$ cat src/rtl/layer_color_mapper_if.sv
// Pixel-stream bus for layer_color_mapper: the incoming pixel, its layer
// description, the palette write port and the registered colour output.
interface layer_color_mapper_if #(
    parameter int NUM_LAYERS = 8,
    parameter int IDX_W      = 4,
    parameter int COLOR_W    = 8
);
    logic                        frame_start;
    logic                        pix_valid;
    logic [9:0]                  DrawX;
    logic [9:0]                  DrawY;
    logic [NUM_LAYERS-1:0]       layer_hit;
    logic [NUM_LAYERS*IDX_W-1:0] layer_idx;
    logic [NUM_LAYERS-1:0]       blink_en;
    logic                        pal_we;
    logic [IDX_W-1:0]            pal_waddr;
    logic [3*COLOR_W-1:0]        pal_wdata;
    logic [COLOR_W-1:0]          VGA_R;
    logic [COLOR_W-1:0]          VGA_G;
    logic [COLOR_W-1:0]          VGA_B;
    logic                        out_valid;
    logic [9:0]                  out_X;
    logic [9:0]                  out_Y;

    // Pixel source / palette loader side
    modport master (
        output frame_start, pix_valid, DrawX, DrawY, layer_hit, layer_idx,
               blink_en, pal_we, pal_waddr, pal_wdata,
        input  VGA_R, VGA_G, VGA_B, out_valid, out_X, out_Y
    );

    // Colour mapper side
    modport slave (
        input  frame_start, pix_valid, DrawX, DrawY, layer_hit, layer_idx,
               blink_en, pal_we, pal_waddr, pal_wdata,
        output VGA_R, VGA_G, VGA_B, out_valid, out_X, out_Y
    );
endinterface

$ cat src/rtl/layer_color_mapper.sv
// Layer colour mapper: picks the highest-priority visible layer per pixel
// (layer 0 wins), looks its index up in a writable palette and registers
// the colour. Two-stage pipeline, one pixel per cycle, frame-based blink.
module layer_color_mapper #(
    parameter int                     NUM_LAYERS   = 8,
    parameter int                     IDX_W        = 4,
    parameter int                     COLOR_W      = 8,
    parameter int                     BLINK_FRAMES = 30,
    parameter logic [3*COLOR_W-1:0]   BG_COLOR     = 24'hADFFF0
) (
    input logic                Clk,
    input logic                Reset_n,
    layer_color_mapper_if.slave bus
);
    localparam int unsigned PAL_DEPTH  = 2**IDX_W;
    localparam int unsigned NL         = NUM_LAYERS;
    localparam int          RGB_W      = 3*COLOR_W;
    localparam logic [7:0]  LAST_FRAME = 8'(BLINK_FRAMES - 1);

    logic [7:0]             frame_cnt;
    logic                   blink_phase;
    logic [RGB_W-1:0]       palette [PAL_DEPTH];

    logic [NUM_LAYERS-1:0]  visible;
    logic [IDX_W-1:0]       sel_idx;
    logic                   sel_found;

    logic                   s1_valid;
    logic                   s1_bg;
    logic [IDX_W-1:0]       s1_idx;
    logic [9:0]             s1_x;
    logic [9:0]             s1_y;

    logic [RGB_W-1:0]       lookup;
    logic [RGB_W-1:0]       out_rgb;

    // Blinking layers are masked out while blink_phase is 1
    always_comb begin
        visible = bus.layer_hit & ~(bus.blink_en & {NUM_LAYERS{blink_phase}});
    end

    // Priority select: lowest-numbered visible layer wins
    always_comb begin
        sel_idx   = '0;
        sel_found = 1'b0;
        for (int unsigned i = 0; i < NL; i++) begin
            if (visible[i] && !sel_found) begin
                sel_found = 1'b1;
                sel_idx   = bus.layer_idx[i*IDX_W +: IDX_W];
            end
        end
    end

    // Frame counter and blink phase, advanced only on frame_start
    always_ff @(posedge Clk) begin
        if (!Reset_n) begin
            frame_cnt   <= '0;
            blink_phase <= 1'b0;
        end else if (bus.frame_start) begin
            if (frame_cnt == LAST_FRAME) begin
                frame_cnt   <= '0;
                blink_phase <= ~blink_phase;
            end else begin
                frame_cnt <= frame_cnt + 8'd1;
            end
        end
    end

    // Palette storage; cleared by reset, writes ignored while in reset
    always_ff @(posedge Clk) begin
        if (!Reset_n) begin
            for (int unsigned i = 0; i < PAL_DEPTH; i++) begin
                palette[i] <= '0;
            end
        end else if (bus.pal_we) begin
            palette[bus.pal_waddr] <= bus.pal_wdata;
        end
    end

    // Asynchronous read sampled at the same edge as a write: old data wins
    always_comb begin
        lookup = palette[s1_idx];
    end

    // Stage 1: register selection result and pixel position
    always_ff @(posedge Clk) begin
        if (!Reset_n) begin
            s1_valid <= 1'b0;
            s1_bg    <= 1'b0;
            s1_idx   <= '0;
            s1_x     <= '0;
            s1_y     <= '0;
        end else begin
            s1_valid <= bus.pix_valid;
            s1_bg    <= ~sel_found;
            s1_idx   <= sel_idx;
            s1_x     <= bus.DrawX;
            s1_y     <= bus.DrawY;
        end
    end

    // Stage 2: colour resolve with blanking for invalid pixels
    always_ff @(posedge Clk) begin
        if (!Reset_n) begin
            out_rgb       <= '0;
            bus.out_valid <= 1'b0;
            bus.out_X     <= '0;
            bus.out_Y     <= '0;
        end else begin
            bus.out_valid <= s1_valid;
            bus.out_X     <= s1_x;
            bus.out_Y     <= s1_y;
            if (!s1_valid) begin
                out_rgb <= '0;
            end else if (s1_bg) begin
                out_rgb <= BG_COLOR;
            end else begin
                out_rgb <= lookup;
            end
        end
    end

    assign bus.VGA_R = out_rgb[3*COLOR_W-1 -: COLOR_W];
    assign bus.VGA_G = out_rgb[2*COLOR_W-1 -: COLOR_W];
    assign bus.VGA_B = out_rgb[COLOR_W-1   -: COLOR_W];
endmodule

$ cat src/flat_wrapper.sv
// flat-port wrapper written by rule: the top's interface ports become plain ports
module layer_color_mapper_flat 
#(
    parameter int                     NUM_LAYERS   = 8,
    parameter int                     IDX_W        = 4,
    parameter int                     COLOR_W      = 8,
    parameter int                     BLINK_FRAMES = 30,
    parameter logic [3*COLOR_W-1:0]   BG_COLOR     = 24'hADFFF0
)
  (Clk, Reset_n, bus_frame_start, bus_pix_valid, bus_DrawX, bus_DrawY, bus_layer_hit, bus_layer_idx, bus_blink_en, bus_pal_we, bus_pal_waddr, bus_pal_wdata, bus_VGA_R, bus_VGA_G, bus_VGA_B, bus_out_valid, bus_out_X, bus_out_Y);
  layer_color_mapper_if #(.NUM_LAYERS(NUM_LAYERS), .IDX_W(IDX_W), .COLOR_W(COLOR_W)) bus_i ();
  input logic Clk;
  input logic Reset_n;
  input wire logic [$bits(bus_i.frame_start)-1:0] bus_frame_start;
  input wire logic [$bits(bus_i.pix_valid)-1:0] bus_pix_valid;
  input wire logic [$bits(bus_i.DrawX)-1:0] bus_DrawX;
  input wire logic [$bits(bus_i.DrawY)-1:0] bus_DrawY;
  input wire logic [$bits(bus_i.layer_hit)-1:0] bus_layer_hit;
  input wire logic [$bits(bus_i.layer_idx)-1:0] bus_layer_idx;
  input wire logic [$bits(bus_i.blink_en)-1:0] bus_blink_en;
  input wire logic [$bits(bus_i.pal_we)-1:0] bus_pal_we;
  input wire logic [$bits(bus_i.pal_waddr)-1:0] bus_pal_waddr;
  input wire logic [$bits(bus_i.pal_wdata)-1:0] bus_pal_wdata;
  output wire logic [$bits(bus_i.VGA_R)-1:0] bus_VGA_R;
  output wire logic [$bits(bus_i.VGA_G)-1:0] bus_VGA_G;
  output wire logic [$bits(bus_i.VGA_B)-1:0] bus_VGA_B;
  output wire logic [$bits(bus_i.out_valid)-1:0] bus_out_valid;
  output wire logic [$bits(bus_i.out_X)-1:0] bus_out_X;
  output wire logic [$bits(bus_i.out_Y)-1:0] bus_out_Y;
  assign bus_i.frame_start = bus_frame_start;
  assign bus_i.pix_valid = bus_pix_valid;
  assign bus_i.DrawX = bus_DrawX;
  assign bus_i.DrawY = bus_DrawY;
  assign bus_i.layer_hit = bus_layer_hit;
  assign bus_i.layer_idx = bus_layer_idx;
  assign bus_i.blink_en = bus_blink_en;
  assign bus_i.pal_we = bus_pal_we;
  assign bus_i.pal_waddr = bus_pal_waddr;
  assign bus_i.pal_wdata = bus_pal_wdata;
  assign bus_VGA_R = bus_i.VGA_R;
  assign bus_VGA_G = bus_i.VGA_G;
  assign bus_VGA_B = bus_i.VGA_B;
  assign bus_out_valid = bus_i.out_valid;
  assign bus_out_X = bus_i.out_X;
  assign bus_out_Y = bus_i.out_Y;
  layer_color_mapper #(.NUM_LAYERS(NUM_LAYERS), .IDX_W(IDX_W), .COLOR_W(COLOR_W), .BLINK_FRAMES(BLINK_FRAMES), .BG_COLOR(BG_COLOR)) u_core (.Clk(Clk), .Reset_n(Reset_n), .bus(bus_i));
endmodule
$ cat config.mk
export PLATFORM = sky130hd
export DESIGN_NAME = layer_color_mapper_flat
export DESIGN_NICKNAME = d
export VERILOG_FILES = /design/src/rtl/layer_color_mapper_if.sv /design/src/rtl/layer_color_mapper.sv /design/src/flat_wrapper.sv
export SDC_FILE = /design/constraint.sdc
export NUM_CORES = 1
export LEC_CHECK = 0
export CAP_MARGIN = 10
export CORE_ASPECT_RATIO = 1.75
export CORE_MARGIN = 2
export CORE_UTILIZATION = 45
export DETAILED_ROUTE_END_ITERATION = 6
export GPL_ROUTABILITY_DRIVEN = 0
export REMOVE_ABC_BUFFERS = 1
export SYNTH_ARGS = -nofsm -noshare
export SYNTH_HDL_FRONTEND = slang
export SYNTH_SLANG_ARGS = --single-unit
$ cat constraint.sdc
create_clock -name Clk -period 10.73 [get_ports Clk]
set_input_delay 1.6095 -clock Clk [delete_from_list [all_inputs] [get_ports Clk]]
set_output_delay 1.6095 -clock Clk [all_outputs]
set_load 0.01 [all_outputs]
==> results of run 1 <==
## where the power goes
part           internal (uW)  leakage [uW]  switching [uW]
registers               2050       0.00432            37.2
clock network            857      0.000698             663
logic                    169       0.00308             180
total                   3070       0.00810             880
## Yosys cell counts (3+ instances only)
cell,n
a21oi_1,5
a221oi_1,3
a22oi_1,3
and2_1,425
buf_1,3
buf_2,9
buf_6,9
clkbuf_1,78
dfxtp_1,80
edfxtp_1,384
inv_1,9
mux2_2,34
mux4_2,103
nand2_1,18
nand2b_1,12
nand3_1,5
nand4_1,3
nor2_1,53
nor2b_1,10
nor3_1,5
o21ai_0,14
o221ai_1,4
o22ai_1,20
or2_2,3
xor2_1,7
## worst register-to-register path: stages, from the launching register on
cell and delay, ns:
dfxtp_4 0.58, buf_4 0.81, mux4_2 0.68, mux4_2 0.50, nor2b_1 0.15
## worst min path at each step
stage | start | slack [ns] | to
floorplan | u_core.s1_x[0] | 0.41 | u_core.bus.out_X[0]
global placement | u_core.s1_x[9] | 0.41 | u_core.bus.out_X[9]
detailed placement | u_core.s1_x[8] | 0.42 | u_core.bus.out_X[8]
CTS | u_core.s1_x[8] | 0.43 | u_core.bus.out_X[8]
global route | u_core.s1_x[6] | 0.45 | u_core.bus.out_X[6]
finish | u_core.s1_x[8] | 0.43 | u_core.bus.out_X[8]
## metrics by stage
stage	instances	utilization, %	setup WS (ns)	hold WS, ns	area [um2]
6_report	2052	53.54	6.045	0.4304	23640
5_1_grt	2052	53.54	5.832	0.4506	23640
4_1_cts	2052	53.54	6.012	0.4327	23640
3_5_place_dp	1971	50.36	5.428	0.4179	22240
3_3_place_gp	1971	50.36	5.582	0.4147	22240
2_1_floorplan	1230	-	5.371	0.4118	19680
## state kept, by name (all words and copies together), names as in the netlist, named ones only
| name | count |
|---|---|
| u_core.s1_y | 10 |
| u_core.frame_cnt | 8 |
| u_core.blink_phase | 1 |
| u_core.bus.out_Y | 10 |
| u_core.s1_bg | 1 |
| u_core.palette | 384 |
| u_core.bus.out_valid | 1 |
| u_core.out_rgb | 24 |
| u_core.s1_x | 10 |
| u_core.bus.out_X | 10 |
| u_core.s1_valid | 1 |
## cell families after synthesis
family,synth area share [%]
simple gates,16.18
flops,65.21
mux,13.42
buf+inv,2.442
compound gates,2.274
xor+xnor,0.3479
fa+ha+maj,0.1242
## routing by layer
layer | share of wire [%] | routed length [um] | vias to the layer above | track usage (%)
met4 | 4.0 | 2066 | 2 | 8.706
met2 | 54 | 27850 | 372 | 41.73
li1 | - | - | 5052 | -
met1 | 37 | 19080 | 5697 | 26.09
met5 | 0.029 | 15 | - | 0
met3 | 5.0 | 2601 | 102 | 3.172
## area by class of cell
class | instances | share of cell area (%)
Sequential cell | 464 | 55.59
Clock inverter | 16 | 0.5028
Clock buffer | 65 | 5.435
Multi-Input combinational cell | 757 | 28.43
Timing Repair Buffer | 169 | 6.880
Inverter | 9 | 0.1429
Tap cell | 572 | 3.027
==> results.cfg, run 1 <==
[route]
final_antenna_net_count = 0
first_pass_iters = 5
drtIter0Drc = 876
viasPerCell = 5.470
num_vias = 11230
drc = 0
drt-wirelength-per-cell_um = 25.15
wirelength_um = 51610

[setup_path]
rr_endpoint = u_core.out_rgb[3]
cp-startpoint = Reset_n
crit_buf_inv = 3
worstPathMaxFanout = 63
start_kind = primary input
cp_common_cell = buf_4
crit_slowest_cell = nand2b_1
reg2reg_slack_ns = 7.90
crit_arrival_ns = 4.94
crit_path_cell_trace = buf_2 > buf_4 > nand2_1 > or3_1 > nor3_4 > nand2b_1 > buf_4
cp.required_ns = 10.99
critPathTopFamily = simple AND/OR/NAND/NOR gates
worstSetupPathType = primary input to flip-flop
end_kind = flip-flop
rr_worst_depth = 4
endpoint = u_core.palette[0][16]
worstSetupPathDepth = 7
slowest_delay_ns = 0.76

[grt]
grt_max_degree = 64
grt_util_all_layers_pct = 22.60
grt.overflow.total = 0
grt_pass1_vias = 12240
antenna_found_initial = 3
grt_pass1_wl_um = 76030

[hold_path]
hold_depth = 1
worstHoldPathType = flip-flop to flip-flop

[clock_tree]
postCtsSetupBuffers = 0
ctsHoldBuffers = 0
cts_buffers = 44
cts_resized = 0
htree_levels = 2
cts.sinks = 464
insertion_delay_ns = 0.56
max-clock-path-buffers = 3
cts_tree = done
clk_pin_slew_worst_paths_ns = 0.06
root_buffer = clkbuf_16

[place]
portBuffers = 145
dp_hpwl_um = 30140

[floorplanning]
core_um2 = 44160
io_pins = 146
die_h_um = 283.8
die_width_um = 163.9
start_util_pct = 45.61
rows = 102
die_area_um2 = 46530

[sta]
drv_slew = 0
timing.final.crit_period_ns = 4.685
hold_violations = 0
worst_pin_slew_ns = 1.188
timing.final.crit_share_pct = 43.67
slew_headroom_pct = 20.69
fin_skew_ns = 0.02353
tns_ns = 0
rsz0062_at_grt = false
fmax_mhz = 213.4
setup_viol = 0

[logic_synthesis]
synth_cells = 1330
yosysTopAreaCell = edfxtp_1
synth_top_cell_area_share_pct = 57.26
synthFlopType = edfxtp_1
synthDistinctLibCells = 47
synth-seq-cells = 464
synth_edf_count = 384
ys.warnings.count = 0
synth_area_leaders = edfxtp_1 (57%), and2_1 (13%), mux4_2 (12%)
synthesis.area_um2 = 20140
seq_area_frac_synth_pct = 65.21
async_reset_ff_share_pct = 0
synth_area_per_cell_um2 = 15.14

[power_and_ir_drop]
peakVddDrop_v = 0.0001347
p_leak_uw = 0.008097
p_total_uw = 3950
power_density_nw_per_um2 = 167.1

[finish]
seqCellArea_um2 = 13140
drive_gt1_share_pct = 18.18
layout_commonest_cell = and2_1
fillers = 3685
multi_input_area_um2 = 6720
nets = 1548
mostFrequentLayoutCells = and2_1 (425), edfxtp_1 (384), clkdlybuf4s50_1 (144)
antenna_cells = 0
area_growth_pct = 17.40

[flow_run]
maxCapViolCount = 0

[run_status]
outcome = finished clean
Power figures use the tool's default switching activity.
==> run 2: changes to the inputs <==
- clock period: 10.73 -> 4.57 ns (I/O delays scaled with it)
==> run 2 against run 1 <==
Global-route usage fell by 0.82 points; cell area barely moved; worst hold slack improved by 0.0014 ns; first-iteration DRC count fell by 14%; die area did not move; sequential power rose by 140%; register-to-register slack got worse by 5.9 ns; power rose by 130%; largest cell class unchanged.
==> results.cfg, run 2 (synthesis gave the netlist of run 1 again) <==
[clock_tree]
clk_pin_slew_worst_paths_ns = 0.06
postCtsSetupBuffers = 0
max-clock-path-buffers = 3
ctsHoldBuffers = 0
cts_buffers = 44
cts.sinks = 464
htree_levels = 2
cts_tree = done
cts_resized = 0
insertion_delay_ns = 0.54
root_buffer = clkbuf_16

[route]
final_antenna_net_count = 0
drt-wirelength-per-cell_um = 23.94
drtIter0Drc = 752
drc = 0
num_vias = 11160
wirelength_um = 49280
viasPerCell = 5.422
first_pass_iters = 4

[grt]
grt.overflow.total = 0
grt_util_all_layers_pct = 21.78
grt_pass1_wl_um = 74300
grt_busiest_layer = met2
antenna_found_initial = 0
use_met2_pct = 41.18
globalRouteMet1Util_pct = 24.85
grt_pass1_vias = 12350
grtUsageMet3_pct = 3.362
grt_max_degree = 62

[sta]
fmax_mhz = 352.2
hold_violations = 0
timing.final.crit_period_ns = 2.840
drv_slew = 0
fin_skew_ns = 0.01284
timing.final.crit_share_pct = 62.14
setup_viol = 0
rsz0062_at_grt = false
slew_headroom_pct = 20.89
worst_pin_slew_ns = 1.185

[power_and_ir_drop]
power_density_nw_per_um2 = 389.9
netSwitchingFraction_pct = 22.38
p_total_uw = 9221
p_sw_uw = 2063
p_int_uw = 7158
power_frac_comb_pct = 8.7
peakVddDrop_v = 0.0003013
power_frac_seq_pct = 53.2
p_leak_uw = 0.008113
clkPwrFrac_pct = 38.1

[flow_run]
maxCapViolCount = 0

[floorplanning]
die_area_um2 = 46530
start_util_pct = 45.61
die_width_um = 163.9
die_h_um = 283.8
rows = 102
core_um2 = 44160
io_pins = 146

[finish]
nets = 1555
final_cells = 2058
drive_gt1_share_pct = 18.37
mostFrequentLayoutCells = and2_1 (425), edfxtp_1 (384), clkdlybuf4s50_1 (144)
largest_reg_flops = 384
reg_top3 = u_core.palette x384, u_core.out_rgb x24
max_flop_register = u_core.palette
layout_commonest_cell = and2_1
antenna_cells = 0
area_growth_pct = 17.44

[setup_path]
crit_slowest_cell = nand4_1
cp.required_ns = 4.80
slowest_delay_ns = 0.58
worstSetupPathType = primary input to flip-flop
end_kind = flip-flop
crit_arrival_ns = 3.07
crit_path_cell_trace = clkdlybuf4s50_1 > nand4_1 > nor3_2 > nand2b_1 > buf_4
start_kind = primary input
worstPathMaxFanout = 13
reg2reg_slack_ns = 2.02

[place]
dpl.cell_count = 1978
dp_hpwl_um = 30790
portBuffers = 145

[run_status]
outcome = finished clean

[hold_path]
worstHoldPathType = flip-flop to flip-flop
[run 2: cell count changes in the layout (fill, tap and decap cells not counted), sizes merged]
cell / before / now
clkinvlp: 0 / 1
buf: 25 / 32
inv: 9 / 10
clkinv: 15 / 19
clkbuf: 65 / 57
bufinv: 1 / 2
[run 2: metal layers]
| metal | up-vias | wire length (um) |
|---|---|---|
| met5 | - | 0 |
| met4 | 0 | 1355 |
| met3 | 81 | 2242 |
| met2 | 314 | 27260 |
| met1 | 5692 | 18420 |
| li1 | 5072 | - |
[run 2: through the flow]
stage / setup TNS, ns / hold WS, ns / setup WS (ns) / utilization, % / cell area, um2
floorplan: -16.88 / 0.4118 / -0.7888 / - / 19680
global placement: 0 / 0.4142 / 1.272 / 50.49 / 22300
detailed placement: 0 / 0.4193 / 1.174 / 50.49 / 22300
CTS: 0 / 0.4344 / 1.749 / 53.56 / 23650
global route: 0 / 0.4462 / 1.601 / 53.56 / 23650
finish: 0 / 0.4318 / 1.730 / 53.56 / 23650
[run 2: critical path: cells and delay by family]
family / cells / cell delay, ns
buffers and inverters: 2 / 0.86
and+or+nand+nor: 3 / 1.50
[run 2: power by group through the flow]
stage,clock network (uW),logic [uW],registers (uW)
after floorplan,0,423,4990
after global placement,0,805,4990
after detailed placement,0,812,5000
after CTS,3590,816,4910
after global routing,3740,861,4930
final,3510,803,4900
[run 2: layout make-up]
type / instances / area (um2)
clock buffer: 57 / 1191
clock inverter: 23 / 163.9
fill: 3638 / 20510
inverter: 9 / 33.78
multi-input combinational: 757 / 6700
sequential: 464 / 13140
tap: 572 / 715.7
timing repair buffer: 176 / 1704
[run 2: final timing paths]
path | from | end | depth (start not counted)
min reg2reg | u_core.s1_x[9] | u_core.bus.out_X[9] | 1
max reg2reg | flip-flop | u_core.out_rgb[20] | 4
max | bus_pal_waddr[2] | u_core.palette[12][20] | 5
min | u_core.s1_x[9] | u_core.bus.out_X[9] | 1
